### src/rtl/sr_pkg.sv
// Shared types and constants for the sr_piso_4bit_ser serializer.
// Optional parity frame bit is enabled by defining SR_PISO_PARITY_EN.
package sr_pkg;

    typedef enum logic [1:0] {
        IDLE   = 2'd0,
        SHIFT  = 2'd1,
        PARITY = 2'd2
    } sr_state_t;

    localparam int SR_WIDTH_DFLT = 4;

    // Holds 0..WIDTH with headroom so the terminal value never wraps.
    function automatic int cnt_width(input int width);
        return $clog2(width + 2);
    endfunction

endpackage

### src/rtl/sr_hold_reg.sv
// One-entry holding buffer in front of the shifter. A write and a take can
// never coincide: writes need the buffer empty, takes need it full.
module sr_hold_reg
    import sr_pkg::*;
#(
    parameter int WIDTH = SR_WIDTH_DFLT
) (
    input  logic             clk,
    input  logic             rst,
    input  logic [WIDTH-1:0] i_data,
    input  logic             i_valid,
    input  logic             i_take,
    output logic [WIDTH-1:0] o_data,
    output logic             o_full,
    output logic             o_ready
);

    logic             r_full;
    logic [WIDTH-1:0] r_data;

    always_ff @(posedge clk or negedge rst) begin
        if (!rst) begin
            r_full <= 1'b0;
            r_data <= '0;
        end else if (i_take) begin
            r_full <= 1'b0;
        end else if (i_valid && !r_full) begin
            r_data <= i_data;
            r_full <= 1'b1;
        end
    end

    assign o_data  = r_data;
    assign o_full  = r_full;
    assign o_ready = !r_full;

endmodule

### src/rtl/sr_piso_4bit_ser.sv
// Parallel-in serial-out serializer with a one-word holding buffer and a
// frame-start marker. Define SR_PISO_PARITY_EN to append an even-parity bit.
module sr_piso_4bit_ser
    import sr_pkg::*;
#(
    parameter int WIDTH     = SR_WIDTH_DFLT,
    parameter bit MSB_FIRST = 1'b1
) (
    input  logic             clk,
    input  logic             rst,
    input  logic [WIDTH-1:0] pin,
    input  logic             load_valid,
    output logic             load_ready,
    output logic             sout,
    output logic             sout_valid,
    output logic             frame_start,
    output logic             busy
);

    localparam int             CW       = cnt_width(WIDTH);
    localparam logic [CW-1:0]  CNT_LAST = CW'(WIDTH);

    sr_state_t        r_state, w_state_nx;
    logic [WIDTH-1:0] r_shift, w_shift_nx, w_shift_adv, w_hold_data;
    logic [CW-1:0]    r_cnt, w_cnt_nx;
    logic             r_sout, w_sout_nx;
    logic             r_sout_valid, w_sout_valid_nx;
    logic             r_frame_start, w_frame_start_nx;
    logic             w_hold_full, w_take, w_load, w_end;
    logic             w_first_bit, w_next_bit;
`ifdef SR_PISO_PARITY_EN
    logic             r_par, w_par_nx;
`endif

    sr_hold_reg #(.WIDTH(WIDTH)) u_hold (
        .clk     (clk),
        .rst     (rst),
        .i_data  (pin),
        .i_valid (load_valid),
        .i_take  (w_take),
        .o_data  (w_hold_data),
        .o_full  (w_hold_full),
        .o_ready (load_ready)
    );

    // The bit after the one on sout always sits next to the outgoing end.
    assign w_first_bit = MSB_FIRST ? w_hold_data[WIDTH-1] : w_hold_data[0];
    assign w_next_bit  = MSB_FIRST ? r_shift[WIDTH-2]     : r_shift[1];
    assign w_shift_adv = MSB_FIRST ? (r_shift << 1)       : (r_shift >> 1);

    always_comb begin
        w_state_nx       = r_state;
        w_shift_nx       = r_shift;
        w_cnt_nx         = r_cnt;
        w_sout_nx        = r_sout;
        w_sout_valid_nx  = r_sout_valid;
        w_frame_start_nx = 1'b0;
        w_take           = 1'b0;
        w_load           = 1'b0;
        w_end            = 1'b0;
`ifdef SR_PISO_PARITY_EN
        w_par_nx         = r_par;
`endif
        case (r_state)
            IDLE: begin
                w_load = w_hold_full;
            end
            SHIFT: begin
                if (r_cnt != CNT_LAST) begin
                    w_sout_nx  = w_next_bit;
                    w_shift_nx = w_shift_adv;
                    w_cnt_nx   = r_cnt + CW'(1);
                end else begin
`ifdef SR_PISO_PARITY_EN
                    w_state_nx = PARITY;
                    w_sout_nx  = r_par;
`else
                    w_load = w_hold_full;
                    w_end  = !w_hold_full;
`endif
                end
            end
            PARITY: begin
`ifdef SR_PISO_PARITY_EN
                w_load = w_hold_full;
                w_end  = !w_hold_full;
`else
                w_state_nx = IDLE;
`endif
            end
            default: w_state_nx = IDLE;
        endcase

        if (w_load) begin
            w_take           = 1'b1;
            w_shift_nx       = w_hold_data;
            w_sout_nx        = w_first_bit;
            w_sout_valid_nx  = 1'b1;
            w_frame_start_nx = 1'b1;
            w_cnt_nx         = CW'(1);
            w_state_nx       = SHIFT;
`ifdef SR_PISO_PARITY_EN
            w_par_nx         = ^w_hold_data;
`endif
        end
        if (w_end) begin
            w_state_nx      = IDLE;
            w_sout_nx       = 1'b0;
            w_sout_valid_nx = 1'b0;
            w_cnt_nx        = '0;
        end
    end

    always_ff @(posedge clk or negedge rst) begin
        if (!rst) begin
            r_state       <= IDLE;
            r_shift       <= '0;
            r_cnt         <= '0;
            r_sout        <= 1'b0;
            r_sout_valid  <= 1'b0;
            r_frame_start <= 1'b0;
`ifdef SR_PISO_PARITY_EN
            r_par         <= 1'b0;
`endif
        end else begin
            r_state       <= w_state_nx;
            r_shift       <= w_shift_nx;
            r_cnt         <= w_cnt_nx;
            r_sout        <= w_sout_nx;
            r_sout_valid  <= w_sout_valid_nx;
            r_frame_start <= w_frame_start_nx;
`ifdef SR_PISO_PARITY_EN
            r_par         <= w_par_nx;
`endif
        end
    end

    assign sout        = r_sout;
    assign sout_valid  = r_sout_valid;
    assign frame_start = r_frame_start;
    assign busy        = (r_state != IDLE) || w_hold_full;

endmodule

### config.mk
export PLATFORM = sky130hd
export DESIGN_NAME = sr_piso_4bit_ser
export DESIGN_NICKNAME = d
export VERILOG_FILES = /design/src/rtl/sr_pkg.sv /design/src/rtl/sr_hold_reg.sv /design/src/rtl/sr_piso_4bit_ser.sv
export SDC_FILE = /design/constraint.sdc
export NUM_CORES = 1
export LEC_CHECK = 0
export ABC_AREA = 1
export CAP_MARGIN = 10
export CORE_AREA = 2 2 39 41
export CTS_CLUSTER_DIAMETER = 200
export CTS_CLUSTER_SIZE = 10
export DETAILED_ROUTE_END_ITERATION = 8
export DIE_AREA = 0 0 41 43
export GPL_ROUTABILITY_DRIVEN = 0
export PLACE_DENSITY = 0.79
export SETUP_SLACK_MARGIN = 0.2
export SYNTH_ARGS = -nofsm -noshare
export SYNTH_HDL_FRONTEND = slang
export SYNTH_SLANG_ARGS = --single-unit
export TNS_END_PERCENT = 1
### constraint.sdc
create_clock -name clk -period 3.6 [get_ports clk]
set_clock_uncertainty 0.1 [all_clocks]
set_input_delay 0.9 -clock clk [delete_from_list [all_inputs] [get_ports clk]]
set_output_delay 0.9 -clock clk [all_outputs]
set_load 0.02 [all_outputs]
==> run metrics, run 1 <==
root buffer cell clkbuf_4; CTS tree built; crit start category flip-flop; antenna cell count 0; worst r2r dst r_cnt[0]; die area 0.001763 sq mm; drt drc 0; hold slack roughly 0.38 ns; initial core utilization around 47%; Bufs and invs on worst path 2; placed wire-length estimate 790.3 um; Post-CTS Setup Bufs 0; CP Launch Point u_hold.o_full; synth warn 0; setup repair after global routing missed its margin false; setup slack, reg-to-reg approximately 2.3 ns; number of buffers created by CTS 3; Largest stage delay, worst path between 0.6 and 0.7 ns; Pre-antenna DRT Iters 4; Routed WL 1061 um; Final Hold Fails 0; distinct cell type count after synthesis 14; Antenna Violating Nets Remaining 0; PwrDens around 830 mW/mm^2; Yosys top cell area share 57.58%; setup TNS 0 ns; slowest CP cell clkdlybuf4s50_1; post-synthesis register bit count 15; syn avg cell area approximately 9.7 sq um; Slew HR a little under three fifths; cells after synthesis between 60 and 70; total track usage roughly 16%; post-route cell area 808.3 sq um; crit share post-route approximately 71%; H-tree Lvls 1; area of the multi-input gates 250.2 sq um; kind of critical path reg -> out; RR Startpoint r_cnt[0]; filler cell count approximately 130; clock sinks 15; Crit. End Element output port; CP required ~2.6 ns; post_cts resized 0; DIE WIDTH 41 um; GR Overflow Total 0; cell row count 14; Final Core Density roughly three fifths; routed length per instance roughly 11 um; dominant cells by area after synthesis dfrtp_1 58%, nand3_1 10%, nand2_1 9.2%, ha_1 3.8%, nand2_4 3.5%; Clock transition at path regs ~0.090 ns; max_cap viols 0; Boundary Pins 12; Post-CTS Hold Buffers 0; cell taking the most area after synthesis dfrtp_1; number of port buffers 11; initial antenna violation count 0; critical-path cell list inv_2 -> clkdlybuf4s50_1; largest net degree at the start of global routing 16; CP top delay family buffers and inverters; first-pass GRT wire length between 1500 and 2000 um; core box area ~0.0014 sq mm; drt initial violations 4; layout net count 92; fmax about 0.39 GHz; die height 43 um; Worst path depth 2; Critical Path AT about 1.6 ns; sequential element share of the synthesized area 57.58%; vias in the first global route between 400 and 500; time the worst path needs with I/O delays and setup around 2.6 ns; number of cells on the worst reg-to-reg path 6; register area 375.4 sq um; status finished clean; Slew @ Worst Pin around 0.65 ns; placed cell area just under 800 sq um; maximum clock insertion buffer count 2; Pleak between 0.0004 and 0.0005 uW; worst min path class reg -> reg; Worst VDD drop between 0.0003 and 0.0004 V; final setup fails 0; ratio of cells with drive above 1 in the final layout between 10% and 20%; routed vias/inst slightly above 5; syn nets 76; via count approximately 500; critical-path maximum fanout 10; worst setup path end load_ready; Final Max Tran Viols 0; later-pin clock latency in the skew report about 0.28 ns; Mapped Area about 650 sq um; P&R area growth vs syn 23.99%
[sequential cells by signal, summed over array words and instances, names as in the netlist]
register and count:
r_shift 3, u_hold.o_full 1, u_hold.o_data 4, sout 1, sout_valid 1, frame_start 1, r_state 1, r_cnt 3
[worst reg2reg max path, stage by stage (launching register included)]
cell and delay, ns:
dfrtp_1 0.36, inv_1 0.07, ha_1 0.24, nand2_2 0.12, nand2_4 0.09, nand2_2 0.12, o211ai_1 0.09
[where the power goes]
group	total [uW]	switching, uW	internal (uW)
clock network	95.2	52.1	43.1
registers	297	54.2	243
logic	279	163	115
total	671	270	401
[cells in the final DEF, fill, tap and decap left out]
master	Yosys	final
a21oi_2	2	2
clkbuf_1	0	1
clkbuf_4	0	3
clkdlybuf4s50_1	0	11
dfrtp_1	15	15
ha_1	2	2
inv_1	5	5
inv_2	2	2
nand2_1	16	16
nand2_2	2	2
nand2_4	2	2
nand3_1	13	13
nor2_1	2	2
o211ai_1	1	1
o21ai_0	3	3
o21ai_2	1	1
xor2_1	1	1
[layer usage]
layer / routed length, um / GRT usage, %
met1: 458 / 19.93
met2: 507 / 23.44
met3: 50 / 3.141
met4: 44 / 14.00
met5: 0 / 0
[kinds of logic after synthesis]
| group | synth area share (%) |
|---|---|
| xor+xnor | 1.344 |
| compound gates | 7.486 |
| fa+ha+maj | 3.838 |
| buf+inv | 4.031 |
| flops | 57.58 |
| simple gates | 25.72 |
[worst min path at each step]
stage	startpoint	to	slack (ns)	cells after the start
2_1_floorplan	u_hold.o_data[1]	u_hold.o_data[1]	0.34	2
3_5_place_dp	u_hold.o_data[1]	u_hold.o_data[1]	0.36	2
5_1_grt	u_hold.o_data[2]	u_hold.o_data[2]	0.42	2
4_1_cts	u_hold.o_data[1]	u_hold.o_data[1]	0.38	2
6_report	u_hold.o_data[1]	u_hold.o_data[1]	0.38	2
3_3_place_gp	u_hold.o_data[1]	u_hold.o_data[1]	0.37	2
[cell usage after synthesis]
library cell	instances
nand2_2	2
xor2_1	1
o211ai_1	1
o21ai_2	1
ha_1	2
dfrtp_1	15
nand2_1	16
nand2_4	2
nand3_1	13
nor2_1	2
o21ai_0	3
inv_1	5
inv_2	2
a21oi_2	2
[metrics by stage]
step / instances / worst slack, ns / total power (uW)
3_3_place_gp: 94 / 1.377 / 575.3
3_5_place_dp: 94 / 1.355 / 584.5
2_1_floorplan: 67 / 1.883 / 489.0
4_1_cts: 98 / 1.028 / 681.3
6_report: 98 / 1.032 / 671.1
5_1_grt: 98 / 0.9834 / 732.3
[final cells by class]
type | count | share of cell area, %
repair buffers | 11 | 13.62
flip-flops and latches | 15 | 46.44
inverters | 7 | 3.251
well taps | 16 | 2.477
clock buffers | 4 | 3.251
multi-input cells | 45 | 30.96
(Power assumes the default switching activity.)
==> run 2, diff against run 1 <==
--- a/config.mk
+++ b/config.mk
@@ -7,13 +7,13 @@
 export LEC_CHECK = 0
 export ABC_AREA = 1
 export CAP_MARGIN = 10
-export CORE_AREA = 2 2 39 41
+export CORE_AREA = 2 2 40 42
 export CTS_CLUSTER_DIAMETER = 200
 export CTS_CLUSTER_SIZE = 10
 export DETAILED_ROUTE_END_ITERATION = 8
-export DIE_AREA = 0 0 41 43
+export DIE_AREA = 0 0 42 44
 export GPL_ROUTABILITY_DRIVEN = 0
-export PLACE_DENSITY = 0.79
+export PLACE_DENSITY = 0.76
 export SETUP_SLACK_MARGIN = 0.2
 export SYNTH_ARGS = -nofsm -noshare
 export SYNTH_HDL_FRONTEND = slang
==> constraint.sdc (replaced) <==
create_clock -name clk -period 2.6 [get_ports clk]
set_clock_uncertainty 0.1 [all_clocks]
set_input_delay 0.65 -clock clk [delete_from_list [all_inputs] [get_ports clk]]
set_output_delay 0.65 -clock clk [all_outputs]
set_load 0.02 [all_outputs]
==> run metrics, run 2 (same netlist as run 1, synthesis figures left out) <==
Clock transition at path regs 0.08 ns; Routed WL 1102 um; fmax 0.4335 GHz; setup TNS 0 ns; critical-path cell list inv_2 -> clkdlybuf4s50_1; Slew HR 57.59%; P&R area growth vs syn 23.99%; number of port buffers 11; CP required about 1.9 ns; core box area roughly 0.0014 sq mm; routed length per instance between 10 and 15 um; cell row count 14; maximum clock insertion buffer count 2; Bufs and invs on worst path 2; crit start category flip-flop; crit share post-route around nine tenths; number of buffers created by CTS 3; antenna cell count 0; die height roughly 44 um; Final Hold Fails 0; setup repair after global routing missed its margin false; vias in the first global route 483; CTS tree built; max FFs per register 4; commonest cells after routing, fill and taps aside 16 x nand2_1, 15 x dfrtp_1, 13 x nand3_1; Critical Path AT ~1.6 ns; Placed Instances 94; CP top delay family buffers and inverters; GR Overflow Total 0; Pleak just over 0.0004 uW; most common cell after layout, fill and taps aside nand2_1; slowest CP cell clkdlybuf4s50_1; placed cell area around 780 sq um; hold slack 0.3846 ns; kind of critical path reg -> out; Post-Place Setup Slack roughly 0.61 ns; Crit. End Element output port; H-tree Lvls 1; first-pass GRT wire length 1980 um; Pre-antenna DRT Iters 4; worst min path class reg -> reg; ratio of cells with drive above 1 in the final layout between 10% and 20%; Post-CTS Setup Bufs 0; post-route cell area between 800 and 900 sq um; max_cap viols 0; post_cts resized 0; later-pin clock latency in the skew report 0.29 ns; total track usage approximately 15%; critical-path maximum fanout 10; drt drc 0; Antenna Violating Nets Remaining 0; PwrDens between 1000 and 1500 mW/mm^2; root buffer cell clkbuf_4; final std cells w/o fill 98; die area ~0.0018 sq mm; DIE WIDTH 42 um; status finished clean; Worst VDD drop 0.0005440 V; via count 510; Boundary Pins 12; largest net degree at the start of global routing 16; Post-CTS Hold Buffers 0; Final Max Tran Viols 0; setup ws final between 0.2 and 0.3 ns; routed vias/inst 5.204; final setup fails 0; time the worst path needs with I/O delays and setup around 2.3 ns; layout net count 92; initial core utilization between 40% and 50%; Largest stage delay, worst path around 0.63 ns; clock sinks 15; Slew @ Worst Pin approximately 0.63 ns; drt initial violations 8; initial antenna violation count 0
-- run 2: cell counts in the layout (fill, tap and decap cells not counted) --
No cell type changed its count.
-- run 2: cell type report --
class                      count  area [sq um]
timing repair buffer          11         110.1
clock buffer                   4         26.28
sequential                    15         375.4
multi-input combinational     45         250.2
inverter                       7         26.28
tap                           16         20.02
fill                         142         610.6
-- run 2: worst min-delay path: stages, from the launching register on --
cell and delay (ns):
dfrtp_1 0.36, nand2_1 0.05, nand2_1 0.04
-- run 2: through the flow --
| step | total power [uW] | util, % |
|---|---|---|
| floorplan | 677.1 | - |
| global placement | 797.3 | 55.11 |
| detailed placement | 813.7 | 55.11 |
| CTS | 948.0 | 56.97 |
| global route | 1018 | 56.97 |
| finish | 933.1 | 56.97 |
-- run 2: final timing paths --
path	cells after the start	slack (ns)	from	endpoint
setup / recovery	2	0.29	u_hold.o_full	load_ready
hold / removal	2	0.38	u_hold.o_data[2]	u_hold.o_data[2]
setup reg to reg	6	1.29	r_cnt[0]	r_cnt[0]
hold reg to reg	2	0.38	u_hold.o_data[2]	u_hold.o_data[2]
max in group asynchronous	1	1.34	rst	sout
min in group asynchronous	1	0.65	rst	sout_valid
-- run 2: per-layer routing --
layer | up-vias | share of wire [%] | GRT usage, %
met5 | - | 0 | 0
met4 | 0 | 3.7 | 13.55
met3 | 5 | 5.4 | 2.500
met2 | 21 | 49 | 25.00
met1 | 237 | 41 | 17.07
li1 | 247 | - | -
-- run 2: report_power, final --
group	total, uW	switching, uW	internal, uW
clock	131	71.4	59.7
combinational	390	230	160
sequential	412	75.4	336
total	933	377	556
==> edit: new RTL, settings of run 2 <==
Build with the macro `SR_PISO_PARITY_EN` defined.
--- a/src/rtl/sr_piso_4bit_ser.sv
+++ b/src/rtl/sr_piso_4bit_ser.sv
@@ -2,2 +2,4 @@
 // frame-start marker. Define SR_PISO_PARITY_EN to append an even-parity bit.
+`define SR_PISO_PARITY_EN
+
 module sr_piso_4bit_ser
Function: changed (Yosys sat finds a counterexample within 10 cycles, from zero or initial values and one cycle with rst low).
==> edit against run 2 <==
Sequential cell count is 2 higher. Global-route usage increased by 3.7 points. Power increased by 34%. Setup slack better by 0.047 ns. Critical path depth grew 1. Cell area increased by 23%. Fmax rose by 2.1%. Routed wire length grew 30%. Combinational power rose by 62%. Non-clock buffer count grew 1. Synthesized area up 27%.
==> edit: results (changes against run 2) <==
| Metric | Value |
|---|---|
| Final HPWL DP | roughly 1100 um |
| Layout net count | 132 (+43%) |
| First-pass GRT wire length | 2620 um (+32%) |
| CTS Buffer Depth | 2 (unchanged) |
| Slew headroom | 80.8% (+23 points) |
| Async set or reset register ratio after synthesis | 100% (unchanged) |
| Sequential-to-total area share from yosys stat | 51.4% (-6.2 points) |
| Cells after synthesis | 106 (+58%) |
| CTS tree | yes |
| Status | complete, no violations |
| Post-cts sizing count | 0 (unchanged) |
| Primary FF master, synth | dfrtp_1 |
| Non-filler instance count after layout | 138 (+41%) |
| Share of cells above drive strength 1 | 11.5% (-3.2 points) |
| CTS buffer count | 3 (unchanged) |
| Yosys cell types | 16 (+2) |
| Number of flip-flops under the largest register name | 4 (unchanged) |
| Crit Path Max Fanout | 4 (-6) |
| Adder-Cell Fraction of Synth Area | 3.02% (-0.82 points) |
| Compound-Gate Fraction of Synth Area | 7.10% (-0.39 points) |
| N_diodes | 0 (unchanged) |
| Pre-Repair DR Iteration Count | 4 (unchanged) |
| Initial DRC count | 17 (+9) |
| Post-CTS Repair Setup Buffers | 0 (unchanged) |
| Final setup vio count | 0 (unchanged) |
| Root buffer cell | clkbuf_4 |
| Synth top cells by count | nand2_1 (35), dfrtp_1 (17), inv_1 (14) |
| Initial antenna violation count | 0 (unchanged) |
| Total number of vias | 676 (+33%) |
| Largest net degree at the start of global routing | 18 (+2) |
| Synth Area in XOR/XNOR | 0% (-1.3 points) |
| Yosys warns | 0 (unchanged) |
| H-Tree Depth | 1 (unchanged) |
| Worst Hold Class | reg -> reg |
| Pleak | 0.000545 uW (+35%) |
| WP data arrival | 1.51 ns (-0.05 ns) |
| Worst-path clk slew | 0.10 ns (+0.02 ns) |
| Post-Synthesis Net Count | 115 (+51%) |
| GRT Total Usage | 18.9% (+3.7 points) |
| PortBufs | 11 (unchanged) |
| Number of global-route vias before repair | 625 (+29%) |
| DR WL/cell | 10.4 um (-7.7%) |
| Clock Latency Late Sink | between 0.2 and 0.3 ns |
| Worst vdd ir | 0.618 mV (+14%) |
| Multiplexer area fraction after synthesis | 0% (unchanged) |
| Cell types occupying the most area after synthesis | dfrtp_1 (51%), nand2_1 (16%), inv_1 (6.3%) |
## edit: changes by cell type after synthesis, moves of 3 or more
cell / delta
nand2_1: +19
inv_1: +9
nand3_1: -7
nor2_1: +7
a21oi_1: +5
inv_2: +3
## edit: logic make-up (layout without fill, tap and decap cells)
| logic type | count (synthesis) | in the layout |
|---|---|---|
| and+or+nand+nor | 57 | 57 |
| buffers and inverters | 19 | 35 |
| DFF | 17 | 17 |
| AOI/OAI and AO/OA | 11 | 11 |
| adders and majority gates | 2 | 2 |
## edit: worst paths after layout
check                         startpoint               end  slack (ns)  cells after the start
min in group asynchronous            rst             r_par        0.57                      2
hold / removal                r_shift[2]        r_shift[2]        0.39                      2
setup / recovery           u_hold.o_full              busy        0.34                      3
max in group asynchronous            rst  u_hold.o_data[2]        1.64                      2
hold reg to reg               r_shift[2]        r_shift[2]        0.39                      2
setup reg to reg                r_cnt[0]        r_shift[1]        1.19                      8
## edit: per-layer routing
layer | global-route usage, % | share of wire, %
met5 | 0 | 0
met4 | 7.74 | 0.63
met3 | 2.92 | 2.9
met2 | 33.1 | 49
met1 | 23.3 | 47
## edit: worst max-delay path: stages, from the launching register on
cell,delay (ns)
dfrtp_1,0.45
nor2_1,0.19
nand2_1,0.07
clkdlybuf4s50_1,0.53
## edit: where the power goes
part           total [uW]  switching (uW)  leakage [uW]  internal (uW)
clock network         139            80.0     0.0000150           59.5
registers             483            92.4      0.000202            391
logic                 632             385      0.000327            246
## edit: area by class of cell
| class | count | area [um^2] |
|---|---|---|
| multi-input cells | 70 | 332 |
| flip-flops and latches | 17 | 425 |
| clock buffers | 4 | 26.3 |
| inverters | 19 | 71.3 |
| fillers | 115 | 427 |
| well taps | 16 | 20.0 |
| repair buffers | 12 | 118 |
## edit: stage by stage
stage / setup WS, ns / util [%] / area, um^2 / total power [uW]
2_1_floorplan: 1.15 / - / 828 / 936
3_3_place_gp: 0.697 / 68.1 / 966 / 1100
3_5_place_dp: 0.649 / 68.1 / 966 / 1130
4_1_cts: 0.336 / 69.9 / 992 / 1260
5_1_grt: 0.263 / 69.9 / 992 / 1380
6_report: 0.340 / 69.9 / 992 / 1250
